**config.mk**
```make
export PLATFORM = sky130hd
export DESIGN_NAME = fifo_loop_reader
export DESIGN_NICKNAME = d
export VERILOG_FILES = /design/src/rtl/fifo_loop_pkg.sv /design/src/rtl/fifo_loop_expgen.sv /design/src/rtl/fifo_loop_reader.sv
export SDC_FILE = /design/constraint.sdc
export NUM_CORES = 1
export LEC_CHECK = 0
export CAP_MARGIN = 20
export CORE_MARGIN = 8
export CORE_UTILIZATION = 40
export DETAILED_ROUTE_END_ITERATION = 8
export RECOVER_POWER = 50
export SYNTH_ARGS = -nofsm -noshare
export SYNTH_HDL_FRONTEND = slang
export SYNTH_SLANG_ARGS = --single-unit
```
**constraint.sdc**
```tcl
create_clock -name clk -period 3.6 [get_ports clk]
set_input_delay 0.72 -clock clk [delete_from_list [all_inputs] [get_ports clk]]
set_output_delay 0.72 -clock clk [all_outputs]
set_load 0.005 [all_outputs]
```
**src/rtl/fifo_loop_pkg.sv**
```systemverilog
// Shared types and the expected-sequence step rule for the FIFO loop reader.
// Optional capture outputs are enabled with FIFO_LOOP_READER_CAPTURE_EN.
package fifo_loop_pkg;

  typedef enum logic [1:0] {
    IDLE = 2'd0,
    RUN  = 2'd1,
    DONE = 2'd2
  } state_t;

  // Working width of next_expected; callers truncate the result to FIFO_WIDTH,
  // which gives the modulo-2^FIFO_WIDTH wrap (supports FIFO_WIDTH up to 64).
  localparam int EXP_MAX_W = 64;

  // Step the expected word: +1, or +(loop_idx+1) in add mode.
  function automatic logic [EXP_MAX_W-1:0] next_expected(
    input logic [EXP_MAX_W-1:0] cur_exp,
    input logic [EXP_MAX_W-1:0] loop_idx,
    input logic                 add_mode
  );
    logic [EXP_MAX_W-1:0] step;
    step = add_mode ? (loop_idx + EXP_MAX_W'(1)) : EXP_MAX_W'(1);
    return cur_exp + step;
  endfunction

endpackage

```
**src/rtl/fifo_loop_expgen.sv**
```systemverilog
// Expected-sequence generator: owns word_idx, loop_idx and the expected word.
// With FIFO_LOOP_READER_CAPTURE_EN it also exports the global word index.
module fifo_loop_expgen
  import fifo_loop_pkg::*;
#(
  parameter int FIFO_DEPTH = 4,
  parameter int FIFO_WIDTH = 8,
  parameter int NUM_LOOPS  = 3,
  parameter int ADD_MODE   = 0,
  localparam int WIDX_W    = $clog2(FIFO_DEPTH),
  localparam int LIDX_W    = (NUM_LOOPS > 1) ? $clog2(NUM_LOOPS) : 1
) (
  input  logic                  clk,
  input  logic                  rstn,
  input  logic                  advance,
  input  logic                  clear,
  output logic [FIFO_WIDTH-1:0] expected,
`ifdef FIFO_LOOP_READER_CAPTURE_EN
  output logic [$clog2(FIFO_DEPTH*NUM_LOOPS)-1:0] word_gidx,
`endif
  output logic                  last_word
);

  logic [WIDX_W-1:0]     word_idx_q, word_idx_d;
  logic [LIDX_W-1:0]     loop_idx_q, loop_idx_d;
  logic [FIFO_WIDTH-1:0] expected_q, expected_d;
  logic                  word_wrap;

  assign word_wrap = (word_idx_q == WIDX_W'(FIFO_DEPTH - 1));
  assign last_word = word_wrap && (loop_idx_q == LIDX_W'(NUM_LOOPS - 1));
  assign expected  = expected_q;

`ifdef FIFO_LOOP_READER_CAPTURE_EN
  localparam int GIDX_W = $clog2(FIFO_DEPTH*NUM_LOOPS);
  // FIFO_DEPTH is a power of two, so loop:word concatenation is the global index.
  assign word_gidx = GIDX_W'({loop_idx_q, word_idx_q});
`endif

  // Next-state of counters and expected word; the step uses the pre-update loop_idx.
  always_comb begin
    word_idx_d = word_idx_q;
    loop_idx_d = loop_idx_q;
    expected_d = expected_q;
    if (clear) begin
      word_idx_d = '0;
      loop_idx_d = '0;
      expected_d = '0;
    end else if (advance) begin
      expected_d = FIFO_WIDTH'(next_expected(EXP_MAX_W'(expected_q),
                                             EXP_MAX_W'(loop_idx_q),
                                             ADD_MODE != 0));
      if (word_wrap) begin
        word_idx_d = '0;
        loop_idx_d = loop_idx_q + LIDX_W'(1);
      end else begin
        word_idx_d = word_idx_q + WIDX_W'(1);
      end
    end
  end

  // Counter and expected-word registers.
  always_ff @(posedge clk or negedge rstn) begin
    if (!rstn) begin
      word_idx_q <= '0;
      loop_idx_q <= '0;
      expected_q <= '0;
    end else begin
      word_idx_q <= word_idx_d;
      loop_idx_q <= loop_idx_d;
      expected_q <= expected_d;
    end
  end

endmodule

```
**src/rtl/fifo_loop_reader.sv**
```systemverilog
// FIFO loop reader: pops FIFO_DEPTH*NUM_LOOPS words per run and counts mismatches
// against a generated sequence. Define FIFO_LOOP_READER_CAPTURE_EN to add the
// first-mismatch capture outputs.
module fifo_loop_reader
  import fifo_loop_pkg::*;
#(
  parameter int FIFO_DEPTH = 4,
  parameter int FIFO_WIDTH = 8,
  parameter int NUM_LOOPS  = 3,
  parameter int ADD_MODE   = 0,
  localparam int CNT_W     = $clog2(FIFO_DEPTH*NUM_LOOPS + 1)
) (
  input  logic                  clk,
  input  logic                  rstn,
  input  logic                  start,
  input  logic                  stall,
  input  logic                  empty,
  input  logic [FIFO_WIDTH-1:0] pop_data,
  output logic                  pop,
  output logic                  busy,
  output logic                  done,
  output logic                  err,
`ifdef FIFO_LOOP_READER_CAPTURE_EN
  output logic [FIFO_WIDTH-1:0] first_err_data,
  output logic [FIFO_WIDTH-1:0] first_err_exp,
  output logic [$clog2(FIFO_DEPTH*NUM_LOOPS)-1:0] first_err_idx,
`endif
  output logic [CNT_W-1:0]      err_cnt
);

  state_t                state_q, state_d;
  logic                  busy_q, busy_d;
  logic                  done_q, done_d;
  logic                  err_q, err_d;
  logic [CNT_W-1:0]      err_cnt_q, err_cnt_d;
  logic [FIFO_WIDTH-1:0] expected;
  logic                  last_word;
  logic                  start_ok;
  logic                  mismatch;

`ifdef FIFO_LOOP_READER_CAPTURE_EN
  localparam int GIDX_W = $clog2(FIFO_DEPTH*NUM_LOOPS);
  logic [FIFO_WIDTH-1:0] fe_data_q, fe_data_d;
  logic [FIFO_WIDTH-1:0] fe_exp_q, fe_exp_d;
  logic [GIDX_W-1:0]     fe_idx_q, fe_idx_d;
  logic [GIDX_W-1:0]     word_gidx;
`endif

  // Pop never looks at pop_data, so the FIFO handshake has no data-dependent path.
  assign pop      = (state_q == RUN) && !empty && !stall;
  assign start_ok = start && (state_q != RUN);
  assign mismatch = pop && (pop_data != expected);

  fifo_loop_expgen #(
    .FIFO_DEPTH (FIFO_DEPTH),
    .FIFO_WIDTH (FIFO_WIDTH),
    .NUM_LOOPS  (NUM_LOOPS),
    .ADD_MODE   (ADD_MODE)
  ) u_expgen (
    .clk       (clk),
    .rstn      (rstn),
    .advance   (pop),
    .clear     (start_ok),
    .expected  (expected),
`ifdef FIFO_LOOP_READER_CAPTURE_EN
    .word_gidx (word_gidx),
`endif
    .last_word (last_word)
  );

  // FSM transitions, status flags and error accounting for the next cycle.
  always_comb begin
    state_d   = state_q;
    err_d     = err_q;
    err_cnt_d = err_cnt_q;
    case (state_q)
      IDLE, DONE: if (start) state_d = RUN;
      RUN:        if (pop && last_word) state_d = DONE;
      default:    state_d = IDLE;
    endcase
    busy_d = (state_d == RUN);
    done_d = (state_d == DONE);
    if (start_ok) begin
      err_d     = 1'b0;
      err_cnt_d = '0;
    end else if (mismatch) begin
      err_d = 1'b1;
      if (err_cnt_q != '1) err_cnt_d = err_cnt_q + CNT_W'(1);
    end
`ifdef FIFO_LOOP_READER_CAPTURE_EN
    fe_data_d = fe_data_q;
    fe_exp_d  = fe_exp_q;
    fe_idx_d  = fe_idx_q;
    if (start_ok) begin
      fe_data_d = '0;
      fe_exp_d  = '0;
      fe_idx_d  = '0;
    end else if (mismatch && !err_q) begin
      fe_data_d = pop_data;
      fe_exp_d  = expected;
      fe_idx_d  = word_gidx;
    end
`endif
  end

  // State and registered outputs.
  always_ff @(posedge clk or negedge rstn) begin
    if (!rstn) begin
      state_q   <= IDLE;
      busy_q    <= 1'b0;
      done_q    <= 1'b0;
      err_q     <= 1'b0;
      err_cnt_q <= '0;
`ifdef FIFO_LOOP_READER_CAPTURE_EN
      fe_data_q <= '0;
      fe_exp_q  <= '0;
      fe_idx_q  <= '0;
`endif
    end else begin
      state_q   <= state_d;
      busy_q    <= busy_d;
      done_q    <= done_d;
      err_q     <= err_d;
      err_cnt_q <= err_cnt_d;
`ifdef FIFO_LOOP_READER_CAPTURE_EN
      fe_data_q <= fe_data_d;
      fe_exp_q  <= fe_exp_d;
      fe_idx_q  <= fe_idx_d;
`endif
    end
  end

  assign busy    = busy_q;
  assign done    = done_q;
  assign err     = err_q;
  assign err_cnt = err_cnt_q;
`ifdef FIFO_LOOP_READER_CAPTURE_EN
  assign first_err_data = fe_data_q;
  assign first_err_exp  = fe_exp_q;
  assign first_err_idx  = fe_idx_q;
`endif

endmodule

```
==> reports/qor.csv <==
stage,metric,value,unit
sta,final.setup.tns,0,ps
placed_design,post-place-ws,533.5,ps
synth,yosysTopAreaCell,dfrtp_1,
setup_path,r2r_cells,6,
setup_path,cpMostUsedCell,clkdlybuf4s50_1,
clock_tree,cts_resized,0,
grt,grt-ovfl-total,0,
drt,initialDrtViolationCount,25,
finish,stdcell_count,166,
setup_path,cp-start-kind,input pin,
placed_design,placement.io_buffers,20,
drt,drc,0,
sta,drv_slew,0,
grt,grt_pass1_wl,4.133,mm
synth,ys_ff_latch,21,
clock_tree,clk_pin_slew,120,ps
setup_path,crit_required,2880,ps
min_path,hold_depth,1,
synth,syn_avg_cell_area,9.965,µm²
min_path,hp-class,reg2reg,
synth,synthXorXnorAreaFrac,10.89,%
clock_tree,cts_made_buffers,3,
synth,synthTopCellsByCount,"dfrtp_1 (21), nand2_1 (12), xnor2_1 (11)",
sta,max_freq,0.3147,GHz
clock_tree,cts_tree,yes,
sta,skew,1.730,ps
grt,antenna_found_initial,0,
synth,synthAdderAreaFrac,4.444,%
die,start_util,41.55,%
run,maxCapViolations,0,
setup_path,critical_path.slowest_cell,or4b_1,
setup_path,crit_arrival,2460,ps
placed_design,dpl.hpwl,1.792,mm
setup_path,rrSetupSlack,1610,ps
min_path,min_to,u_expgen.loop_idx_q[0]$_DFFE_PN0P_,
finish,n_antenna_cell,0,
synth,synth_top_family_by_area,simple AND/OR/NAND/NOR gates,
finish,multiInputGateArea,548.0,µm²
sta,post-route-period-util,88.27,%
clock_tree,htreeDepth,1,
sta,setup_viol,0,
placed_design,dpl.cell_count,162,
die,fp.coreArea,2710,µm²
clock_tree,post-cts-setup-buffers,0,
setup_path,crit-reg2reg-launch,state_q[1]$_DFF_PN0_,
synth,yosysWarnings,0,
min_path,hp-start,u_expgen.loop_idx_q[0]$_DFFE_PN0P_,
synth,synth_top_area_share,46.67,%
finish,nets,153,
die,rows,19,
grt,grt_max_degree,22,
drt,routedWlPerCell,14.21,µm
sta,hold_viol,0,
sta,rsz0062_at_grt,no,
finish,stdcell_area,1373,µm²
run_status,status,finished clean,
finish,nFillCells,275,
pwr,p_per_area,606.0,nW/µm²
finish,drive_above_1_share,5.185,%
synth,yosysMostFrequentCell,dfrtp_1,
synth,synth-compound-area-share,11.11,%
setup_path,r2r-end,err_cnt[1]$_DFFE_PN0P_,
die,die_area,4769,µm²
placed_design,placed_area,1346,µm²
clock_tree,holdBufCountCts,0,
pwr,power.total,831.8,µW
pwr,p_leak,0.0006018,µW
synth,synthTopCellsByArea,"dfrtp_1 (47%), xnor2_1 (8.6%), ha_1 (4.4%)",
synth,syn_inst,113,
pwr,peakVddDrop,0.3444,mV
clock_tree,cts.sinks,21,
placed_design,gp_congestion,0.7970,
finish,regArea,525.5,µm²
sta,worst_slew_pin_slew,959.7,ps
sta,maxSlewHeadroom,35.81,%
drt,routed_via_density,5.247,
clock_tree,root_buffer,clkbuf_4,
setup_path,critPathMaxStageDelay,700,ps
setup_path,path_class,in2out,
die,die_h,69.06,µm
sta,finalCriticalPeriod,3178,ps
drt,first_pass_iters,4,
synth,synthArstFlopShare,100.0,%
clock_tree,clk_latency,310,ps
synth,netlist_area,1126,µm²
die,die_w,69.06,µm
setup_path,end_kind,primary output,
synth,synth_ff_type,dfrtp_1,
drt,antenna_left,0,
drt,routed_wl,2.359,mm
synth,synth_edf_count,0,
die,num_io_pins,21,
setup_path,cp_cell_sequence,clkdlybuf4s50_1 -> or4b_1 -> inv_1 -> clkdlybuf4s50_1,
synth,ys_types,29,
synth,seq_area_frac_synth,46.67,%
grt,track_usage,10.07,%
finish,area_delta_synth_final,21.89,%
sta,finalWorstSetupSlack,422.1,ps
synth,syn_nets,130,
synth,synthMuxAreaShare,2.667,%
grt,grt_pass1_vias,863,
clock_tree,clock_path_buffers,2,
drt,vias,871,
synth,yosys.area_share.simple,19.89,%
setup_path,crit_fanout,11,
worst max path at each step:
stage	startpoint	to	slack, ps
global route	empty	pop	330
finish	empty	pop	420
floorplan	empty	pop	1400
CTS	empty	pop	530
detailed placement	empty	pop	530
global placement	empty	pop	540
sequential cells by signal (all words and copies together), names as in the netlist:
signal,count
busy,1
done,1
err,1
err_cnt,4
state_q,2
u_expgen.expected,8
u_expgen.loop_idx_q,2
u_expgen.word_idx_q,2
critical path, delay by kind of cell:
kind / cells / cell delay [ps]
buf+inv: 3 / 1030
simple gates: 1 / 700
per-layer routing:
metal	up-vias	share of wire, %	GRT usage, %
met5	-	0	0
met4	0	0.59	2.050
met3	2	3.1	3.290
met2	14	48	16.39
met1	416	48	12.58
li1	439	-	-
report_power, final:
part           leakage [µW]  switching (µW)  total (µW)  internal [µW]
registers          0.000262            88.2         402            314
clock network     0.0000139            77.0         119           42.4
logic              0.000326             140         311            170
total              0.000602             305         832            526
layout by cell type (no fill, tap or decap), drive strengths merged, types with 4 or more instances in the layout:
cell type      count
a21oi              7
clkdlybuf4s50     17
dfrtp             21
ha                 4
inv                6
nand2             12
nand3              4
nand4              6
nor2               8
o21ai              4
xnor2             11
through the flow:
stage                     hold slack [ps]  util, %
after floorplan                     424.4        -
after global routing                538.6    50.65
final                               505.4    50.65
after detailed placement            487.6    49.68
after CTS                           510.1    50.78
after global placement              478.3    49.68
logic make-up (layout without fill, tap and decap cells):
family                   after synthesis  count (layout)
buffers and inverters                  9              31
XOR/XNOR                              14              14
flip-flops                            21              21
AND/OR/NAND/NOR                       43              43
AO/OA/AOI/OAI                         19              19
adder cells (fa/ha/maj)                4               4
multiplexers                           3               3
area by class of cell:
cell class | instances | share of cell area (%)
clock buffer | 3 | 1.641
clock inverter | 1 | 0.5469
inverter | 6 | 1.641
multi-input combinational | 83 | 39.93
sequential | 21 | 38.29
tap | 31 | 2.826
timing repair buffer | 21 | 15.13
(Power assumes the default switching activity.)
